File: src/rtl/ysyx_220053_ifetch_buf.sv
// Instruction fetch stage: accepts a pc, issues one imem read, selects the 32-bit word
// and queues {pc, inst, err} toward decode. Flush discards queued and in-flight fetches.
module ysyx_220053_ifetch_buf #(
   parameter int unsigned DEPTH = 2,
   parameter int unsigned AW    = 64
) (
   input  logic          clk,
   input  logic          rst,
   input  logic [AW-1:0] pc_i,
   input  logic          pc_valid_i,
   output logic          pc_ready_o,
   output logic          imem_req_o,
   output logic [AW-1:0] imem_addr_o,
   input  logic          imem_gnt_i,
   input  logic          imem_rvalid_i,
   input  logic [63:0]   imem_rdata_i,
   input  logic          flush_i,
   output logic          inst_valid_o,
   output logic [31:0]   inst_o,
   output logic [AW-1:0] inst_pc_o,
   output logic          inst_err_o,
   input  logic          inst_ready_i
);
   localparam int unsigned PW = (DEPTH > 1) ? $clog2(DEPTH) : 1;
   localparam int unsigned CW = $clog2(DEPTH + 1);
   localparam int unsigned IW = 32;

   typedef enum logic [1:0] {IDLE, REQ, WAIT, DROP} state_e;

   state_e           state_q, state_d;
   logic [AW-1:0]    pc_q, pc_d;
   logic [PW-1:0]    wr_ptr_q, wr_ptr_d;
   logic [PW-1:0]    rd_ptr_q, rd_ptr_d;
   logic [CW-1:0]    count_q, count_d;
   logic [AW-1:0]    pc_mem_q   [DEPTH];
   logic [AW-1:0]    pc_mem_d   [DEPTH];
   logic [IW-1:0]    inst_mem_q [DEPTH];
   logic [IW-1:0]    inst_mem_d [DEPTH];
   logic [DEPTH-1:0] err_mem_q, err_mem_d;

   logic          space;
   logic          push, push_ok, pop;
   logic [AW-1:0] push_pc;
   logic [IW-1:0] push_inst;
   logic          push_err;

   assign space = (count_q < CW'(DEPTH));
   assign pop   = (count_q != '0) & inst_ready_i;

   // Fetch control: at most one read outstanding; DROP swallows a read orphaned by flush
   always_comb begin
      state_d    = state_q;
      pc_d       = pc_q;
      push       = 1'b0;
      push_pc    = pc_q;
      push_inst  = '0;
      push_err   = 1'b0;
      pc_ready_o = 1'b0;
      imem_req_o = 1'b0;
      case (state_q)
         IDLE: begin
            pc_ready_o = rst & ~flush_i & space;
            if (pc_valid_i && rst && !flush_i && space) begin
               pc_d = pc_i;
               if (pc_i[1:0] != 2'b00) begin
                  push     = 1'b1;
                  push_pc  = pc_i;
                  push_err = 1'b1;
               end else begin
                  state_d = REQ;
               end
            end
         end
         REQ: begin
            imem_req_o = 1'b1;
            if (flush_i) begin
               state_d = IDLE;
            end else if (imem_gnt_i) begin
               state_d = WAIT;
            end
         end
         WAIT: begin
            if (imem_rvalid_i) begin
               state_d = IDLE;
               if (!flush_i) begin
                  push      = 1'b1;
                  push_inst = pc_q[2] ? imem_rdata_i[63:32] : imem_rdata_i[31:0];
               end
            end else if (flush_i) begin
               state_d = DROP;
            end
         end
         DROP: begin
            if (imem_rvalid_i) begin
               state_d = IDLE;
            end
         end
         default: state_d = IDLE;
      endcase
   end

   assign push_ok = push & (space | pop);

   // Output FIFO; flush overrides any same-cycle push or pop
   always_comb begin
      wr_ptr_d   = wr_ptr_q;
      rd_ptr_d   = rd_ptr_q;
      count_d    = count_q;
      pc_mem_d   = pc_mem_q;
      inst_mem_d = inst_mem_q;
      err_mem_d  = err_mem_q;
      if (flush_i) begin
         wr_ptr_d = '0;
         rd_ptr_d = '0;
         count_d  = '0;
      end else begin
         if (push_ok) begin
            pc_mem_d[wr_ptr_q]   = push_pc;
            inst_mem_d[wr_ptr_q] = push_inst;
            err_mem_d[wr_ptr_q]  = push_err;
            wr_ptr_d             = wr_ptr_q + PW'(1);
         end
         if (pop) begin
            rd_ptr_d = rd_ptr_q + PW'(1);
         end
         count_d = count_q + CW'(push_ok) - CW'(pop);
      end
   end

   always_ff @(posedge clk) begin
      if (!rst) begin
         state_q   <= IDLE;
         pc_q      <= '0;
         wr_ptr_q  <= '0;
         rd_ptr_q  <= '0;
         count_q   <= '0;
         err_mem_q <= '0;
         for (int i = 0; i < int'(DEPTH); i++) begin
            pc_mem_q[i]   <= '0;
            inst_mem_q[i] <= '0;
         end
      end else begin
         state_q    <= state_d;
         pc_q       <= pc_d;
         wr_ptr_q   <= wr_ptr_d;
         rd_ptr_q   <= rd_ptr_d;
         count_q    <= count_d;
         err_mem_q  <= err_mem_d;
         pc_mem_q   <= pc_mem_d;
         inst_mem_q <= inst_mem_d;
      end
   end

   assign imem_addr_o  = {pc_q[AW-1:3], 3'b000};
   assign inst_valid_o = (count_q != '0);
   assign inst_o       = inst_mem_q[rd_ptr_q];
   assign inst_pc_o    = pc_mem_q[rd_ptr_q];
   assign inst_err_o   = err_mem_q[rd_ptr_q];

endmodule

File: config.mk
export PLATFORM = sky130hd
export DESIGN_NAME = ysyx_220053_ifetch_buf
export DESIGN_NICKNAME = d
export VERILOG_FILES = /design/src/rtl/ysyx_220053_ifetch_buf.sv
export SDC_FILE = /design/constraint.sdc
export NUM_CORES = 1
export LEC_CHECK = 0
export BUFFER_PORTS_ARGS = -buffer_cell sky130_fd_sc_hd__buf_4
export CAP_MARGIN = 20
export CORE_ASPECT_RATIO = 1.2
export CORE_MARGIN = 4
export CORE_UTILIZATION = 50
export DETAILED_ROUTE_END_ITERATION = 6
export GPL_TIMING_DRIVEN = 0
export PLACE_DENSITY = 0.76
export SETUP_SLACK_MARGIN = 0.4
export SYNTH_ARGS = -nofsm -noshare
export SYNTH_HDL_FRONTEND = slang
export SYNTH_SLANG_ARGS = --single-unit
File: constraint.sdc
create_clock -name clk -period 3.2 [get_ports clk]
set_input_delay 0.16 -clock clk [delete_from_list [all_inputs] [get_ports clk]]
set_output_delay 0.16 -clock clk [all_outputs]
set_load 0.01 [all_outputs]
==> flow_summary.ini, run 1 <==
[run_status]
status = finished clean

[routing]
drt_iter0_drc = 562
wl_um = 38100
ant_nets = 0
dr_total_vias = 11100
wl_per_cell_um = 19.1
via_per_inst = 5.56
drc_errors = 0
firstDrtPassIters = 5

[floorplan]
die_w_um = 149
die-area_sq_um = 26400
io_pins = 299
row_count = 61
die_h_um = 177
start_util_pct = 51.0
fp.coreArea_sq_um = 23400

[yosys]
synth_area_sq_um = 11900
synth_flop_cell = dfxtp_1
async_flop_share_pct = 0
synth-edff-count = 0
yosysSeqAreaShare_pct = 44.3
ys_warn_count = 0
synthesis.instances = 1276
syn_avg_cell_area_sq_um = 9.34
ys_ff_latch = 264
yosysUniqueCellTypes = 41

[power_and_ir_drop]
ir_drop_mv = 0.429
netSwitchingFraction_pct = 23.5
combPwrFrac_pct = 10.8
intPower_mw = 5.66
clockPowerShare_pct = 43.7
power.switching_mw = 1.74
p_leak_nw = 6.87
p_seq_share_pct = 45.6
p_per_area_nw_per_um2 = 460

[cts]
root_buffer = clkbuf_16
clock_latency_ns = 0.53
cts_tree = built
cts_max_level = 1
cts_sinks = 264
clk_path_buf_depth = 3
numCtsBuffers = 26
clkTransAtPathRegs_ns = 0.06

[worst_setup_path]
crit_required_ns = 3.62
slowest_delay_ns = 0.35
cp_slowest_cell = dfxtp_1
rr_endpoint = count_q[1]
r2r_cells = 12
r2r_start = state_q[0]
path_class = reg2reg
crit_chain = and4bb_4 -> a31o_1 -> buf_6 -> buf_2 -> buf_2 -> nand3_1 -> ha_1 -> inv_1 -> ha_1 -> xor2_1 -> xnor2_1 -> nor2_1
worst-r2r-setup-slack_ns = 0.54
cp-end-kind = flop
critPathLaunch = state_q[0]
arrival_ns = 3.08
start_kind = flop
path_max_fanout = 10
endpoint = count_q[1]

[layout]
syn_to_final_growth_pct = 34.9
num_antenna_cells = 0
post-route-util_pct = 68.8
nets = 1800
drive_gt1_share_pct = 35.1

[timing]
skew_ns = 0.0100
max_freq_mhz = 375
slew_headroom_pct = 45.7
min_period_ns = 2.66
worst_pin_slew_ns = 0.815
tns_ns = 0
finalHoldViolCount = 0
finalSetupViolCount = 0
finalCritPeriodShare_pct = 83.3
drv_slew = 0
rsz0062_at_grt = yes

[job]
max-cap-violations = 0

[hold_path]
whs_path_depth = 4
hp-class = in2reg

[placed_design]
gp_congestion = 0.842
dp_hpwl_um = 27000
portBuffers = 294

[global_routing]
grt_max_degree = 15
grt_antenna_before_repair = 0
grt_pass1_wl_um = 58600
grt_util_all_layers_pct = 27.1
overflow = 0
grt_pass1_vias = 11100
logic make-up after synthesis:
kind of cell	share of synthesized area (%)
DFF	44.3
muxes	17.4
buffers and inverters	8.67
AOI/OAI and AO/OA	21.2
and+or+nand+nor	7.95
adders and majority gates	0.210
xor gates and xnor gates	0.220
other	0.0315
layout make-up:
cell class / count / area [sq um]
Fill cell: 1855 / 7280
Multi-Input combinational cell: 824 / 5610
Sequential cell: 264 / 5290
Timing Repair Buffer: 357 / 2840
Buffer: 185 / 1020
Clock buffer: 41 / 828
Tap cell: 315 / 394
Clock inverter: 6 / 83.8
Inverter: 5 / 18.8
stage by stage:
step	area [sq um]	hold WS, ns	power, mW	worst slack [ns]	instances
after floorplan	11900	0.296	3.82	0.964	1278
after global placement	14500	0.416	4.16	0.515	1887
after detailed placement	14500	0.426	4.17	0.498	1887
after CTS	16100	0.0241	7.41	0.443	1997
after global routing	16100	0.0460	7.60	0.387	1997
final	16100	0.0307	7.40	0.536	1997
registers in the layout (all words and copies together), names as in the netlist:
register and count:
pc_mem_q 128, inst_mem_q 64, pc_q 64, count_q 2
err_mem_q 2, state_q 2, rd_ptr_q 1, wr_ptr_q 1
how the worst min path moves through the flow:
| stage | start | end | slack (ns) |
|---|---|---|---|
| after detailed placement | pc_i[12] | pc_q[12] | 0.43 |
| after global placement | pc_i[8] | pc_q[8] | 0.42 |
| after global routing | imem_rvalid_i | state_q[1] | 0.05 |
| after CTS | imem_rvalid_i | state_q[1] | 0.02 |
| final | imem_rvalid_i | state_q[1] | 0.03 |
| after floorplan | pc_i[10] | pc_q[10] | 0.30 |
routing by layer:
metal	up-vias	GRT usage (%)	share of wire, %	wire length (um)
li1	5305	-	-	-
met1	5286	31.5	39	14900
met2	433	49.1	50	19200
met3	74	6.43	8.0	3050
met4	0	8.16	2.6	982
met5	-	0	0	0
timing repair:
item | in CTS | in global routing
resized for setup | 3 | 3
endpoints found under the hold margin | 63 | 0
buffers inserted | 0 | 0
pin swaps | 0 | 0
hold buffers | 63 | 0
endpoints found under the setup margin | 20 | 16
cells in the final DEF (no fill, tap or decap), types with 2 or more instances in the layout:
| master | netlist | routed |
|---|---|---|
| a211oi_1 | 118 | 118 |
| a211oi_2 | 8 | 8 |
| a21oi_1 | 195 | 195 |
| a32oi_1 | 2 | 2 |
| and2_1 | 4 | 4 |
| and3_1 | 3 | 3 |
| buf_1 | 13 | 11 |
| buf_2 | 37 | 39 |
| buf_4 | 65 | 359 |
| buf_6 | 4 | 4 |
| bufinv_16 | 0 | 2 |
| clkbuf_1 | 66 | 68 |
| clkbuf_16 | 0 | 27 |
| clkbuf_2 | 0 | 2 |
| clkbuf_8 | 0 | 10 |
| clkinv_2 | 0 | 3 |
| conb_1 | 1 | 3 |
| dfxtp_1 | 264 | 264 |
| dlygate4sd3_1 | 0 | 63 |
| ha_1 | 2 | 2 |
| inv_1 | 4 | 4 |
| mux2_2 | 129 | 129 |
| mux2i_1 | 62 | 62 |
| nand2_1 | 192 | 192 |
| nand2b_1 | 2 | 2 |
| nand3_1 | 5 | 5 |
| nand4_1 | 4 | 4 |
| nor2_1 | 11 | 10 |
| nor2b_1 | 2 | 2 |
| o211a_1 | 2 | 2 |
| o21ai_0 | 2 | 2 |
| o22ai_1 | 32 | 32 |
| o2bb2ai_1 | 31 | 31 |
| or2_2 | 2 | 2 |
| xnor2_1 | 2 | 2 |
power by group through the flow:
stage                     registers [mW]  clock network, mW  logic (mW)
after floorplan                     3.44                  0       0.384
after global placement              3.44                  0       0.716
after detailed placement            3.45                  0       0.724
after CTS                           3.37               3.24       0.790
after global routing                3.38               3.37       0.854
final                               3.37               3.23       0.796
cells in the mapped netlist (2+ instances only):
library cell / count / area [sq um]
inv_1: 4 / 15.0
a211oi_1: 118 / 886
nand4_1: 4 / 25.0
buf_6: 4 / 45.0
o21ai_0: 2 / 10.0
a32oi_1: 2 / 17.5
buf_4: 65 / 488
mux2_2: 129 / 1450
xnor2_1: 2 / 17.5
buf_2: 37 / 185
nand2_1: 192 / 721
o22ai_1: 32 / 200
ha_1: 2 / 25.0
dfxtp_1: 264 / 5290
nor2_1: 11 / 41.3
nor2b_1: 2 / 12.5
nand3_1: 5 / 25.0
clkbuf_1: 66 / 248
a21oi_1: 195 / 976
o2bb2ai_1: 31 / 272
mux2i_1: 62 / 621
and3_1: 3 / 18.8
o211a_1: 2 / 20.0
buf_1: 13 / 48.8
nand2b_1: 2 / 12.5
and2_1: 4 / 25.0
a211oi_2: 8 / 100
or2_2: 2 / 12.5
worst max-delay path: cells and delay by family (launching register included):
| kind | cells | cell delay, ns |
|---|---|---|
| buffers and inverters | 4 | 0.78 |
| AND/OR/NAND/NOR | 3 | 0.51 |
| adder cells (fa/ha/maj) | 2 | 0.45 |
| flip-flops | 1 | 0.35 |
| XOR/XNOR | 2 | 0.31 |
| AO/OA/AOI/OAI | 1 | 0.15 |
Power figures use the tool's default switching activity.
==> inputs of run 2 (changes only) <==
==> constraint.sdc (replaced) <==
create_clock -name clk -period 2.65 [get_ports clk]
set_input_delay 0.1325 -clock clk [delete_from_list [all_inputs] [get_ports clk]]
set_output_delay 0.1325 -clock clk [all_outputs]
set_load 0.01 [all_outputs]
==> run 2 against run 1 <==
Sequential power up 21%. Combinational power increased by 22%. Worst setup slack lost 0.12 ns. Global-route usage increased by 0.13 points. Design area is 0.61% higher. Largest power group unchanged.
==> flow_summary.ini, run 2 (synthesis results as in run 1) <==
[layout]
largest_reg_flops = 128
syn_to_final_growth_pct = 35.7
post-route-util_pct = 69.3
drive_gt1_share_pct = 36.2
fillers = 1839
reg.largest.list = pc_mem_q x128, inst_mem_q x64, pc_q x64
final_cell_mix = buf_4 (364), dfxtp_1 (262), a21oi_1 (195), nand2_1 (192), mux2_2 (129)
multi_input_comb_area_sq_um = 5610
regArea_sq_um = 5290
largest_register = pc_mem_q
postLayoutCellArea_sq_um = 16200
num_antenna_cells = 0
nets = 1804
finalNonFillerCells = 2001
layout_commonest_cell = buf_4

[power_and_ir_drop]
p_total_mw = 8.94
p_leak_nw = 6.94
ir_drop_mv = 0.517
p_per_area_nw_per_um2 = 553

[routing]
dr_total_vias = 11200
drc_errors = 0
ant_nets = 0
wl_per_cell_um = 19.1
wl_um = 38300
firstDrtPassIters = 5
via_per_inst = 5.58
drt_iter0_drc = 583

[timing]
worst_pin_slew_ns = 0.797
min_period_ns = 2.23
skew_ns = 0.0105
finalHoldViolCount = 0
rsz0062_at_grt = yes
finalCritPeriodShare_pct = 84.3
max_freq_mhz = 448
drv_slew = 0
finalSetupViolCount = 0
slew_headroom_pct = 46.8

[global_routing]
grt_pass1_wl_um = 58800
grt_antenna_before_repair = 0
overflow = 0
grt_pass1_vias = 11200
grt_max_degree = 15
grt_util_all_layers_pct = 27.2

[cts]
cts_max_level = 1
numCtsBuffers = 26
cts_sinks = 264
clock_latency_ns = 0.53
cts_tree = built
clkTransAtPathRegs_ns = 0.06
root_buffer = clkbuf_16
clk_path_buf_depth = 3

[worst_setup_path]
slowest_delay_ns = 0.34
worst-r2r-setup-slack_ns = 0.42
cp-end-kind = flop
path_max_fanout = 10
crit_top_cell = ha_1
path_class = reg2reg
crit_required_ns = 3.06
crit_chain = and4bb_4 -> a31o_1 -> buf_6 -> buf_12 -> buf_8 -> nand3_1 -> ha_1 -> inv_1 -> ha_1 -> xor2_1 -> xnor2_1 -> nor2_1
cp_slowest_cell = dfxtp_2
start_kind = flop
arrival_ns = 2.65

[run_status]
status = finished clean

[floorplan]
io_pins = 299
fp.coreArea_sq_um = 23400
row_count = 61
die_w_um = 149
start_util_pct = 51.0
die_h_um = 177
die-area_sq_um = 26400

[placed_design]
place_inst = 1887
dpl_cell_area_sq_um = 14500
portBuffers = 294
dp_hpwl_um = 27000
gp_congestion = 0.842

[hold_path]
hp-class = in2reg

[job]
max-cap-violations = 0
run 2: changes by cell type in the layout (fill, tap and decap cells not counted), sizes merged:
cell         delta
clkbuf          +3
dlygate4sd3     +1
run 2: per-layer routing:
| metal | vias to the layer above | track usage (%) | part of all wire (%) |
|---|---|---|---|
| li1 | 5308 | - | - |
| met1 | 5331 | 31.7 | 39 |
| met2 | 448 | 49.2 | 50 |
| met3 | 74 | 6.45 | 8.1 |
| met4 | 0 | 8.51 | 2.7 |
| met5 | - | 0 | 0 |
run 2: timing repair:
action | in CTS | in global routing
setup buffers | 3 | 0
pin swaps | 2 | 0
hold endpoints to repair | 65 | 0
endpoints found under the setup margin | 101 | 53
resized for setup | 25 | 16
hold buffers | 64 | 0
run 2: critical path, delay by kind of cell (launching register included):
family | cells | cell delay, ns
xor+xnor | 2 | 0.31
buf+inv | 4 | 0.39
compound gates | 1 | 0.15
simple gates | 3 | 0.45
flops | 1 | 0.34
fa+ha+maj | 2 | 0.47
run 2: through the flow:
step	worst slack (ns)	hold WS [ns]	TNS (ns)
2_1_floorplan	0.414	0.268	0
4_1_cts	0.419	0.00209	0
3_5_place_dp	-0.0520	0.398	-0.0520
5_1_grt	0.311	0.0272	0
3_3_place_gp	-0.0352	0.389	-0.0352
6_report	0.417	0.0122	0
run 2: layout make-up:
type                    count  share of cell area (%)
plain buffers             185                    6.69
clock buffers              41                    5.12
clock inverters             6                   0.518
inverters                   5                   0.116
multi-input cells         824                    34.7
flip-flops and latches    264                    32.7
well taps                 315                    2.44
repair buffers            361                    17.7
run 2: worst paths after layout:
| kind | end | cells after the start | from |
|---|---|---|---|
| worst max-delay path | count_q[1] | 12 | state_q[0] |
| worst min-delay path | state_q[0] | 4 | imem_rvalid_i |
| worst max register to register | count_q[1] | 12 | state_q[0] |
| worst min register to register | inst_mem_q[60] | 1 | inst_mem_q[60] |
run 2: power breakdown:
group	switching [mW]	leakage [nW]	internal, mW
Clock	1.56	0.453	2.33
Sequential	0.0408	2.13	4.03
Combinational	0.492	4.35	0.478
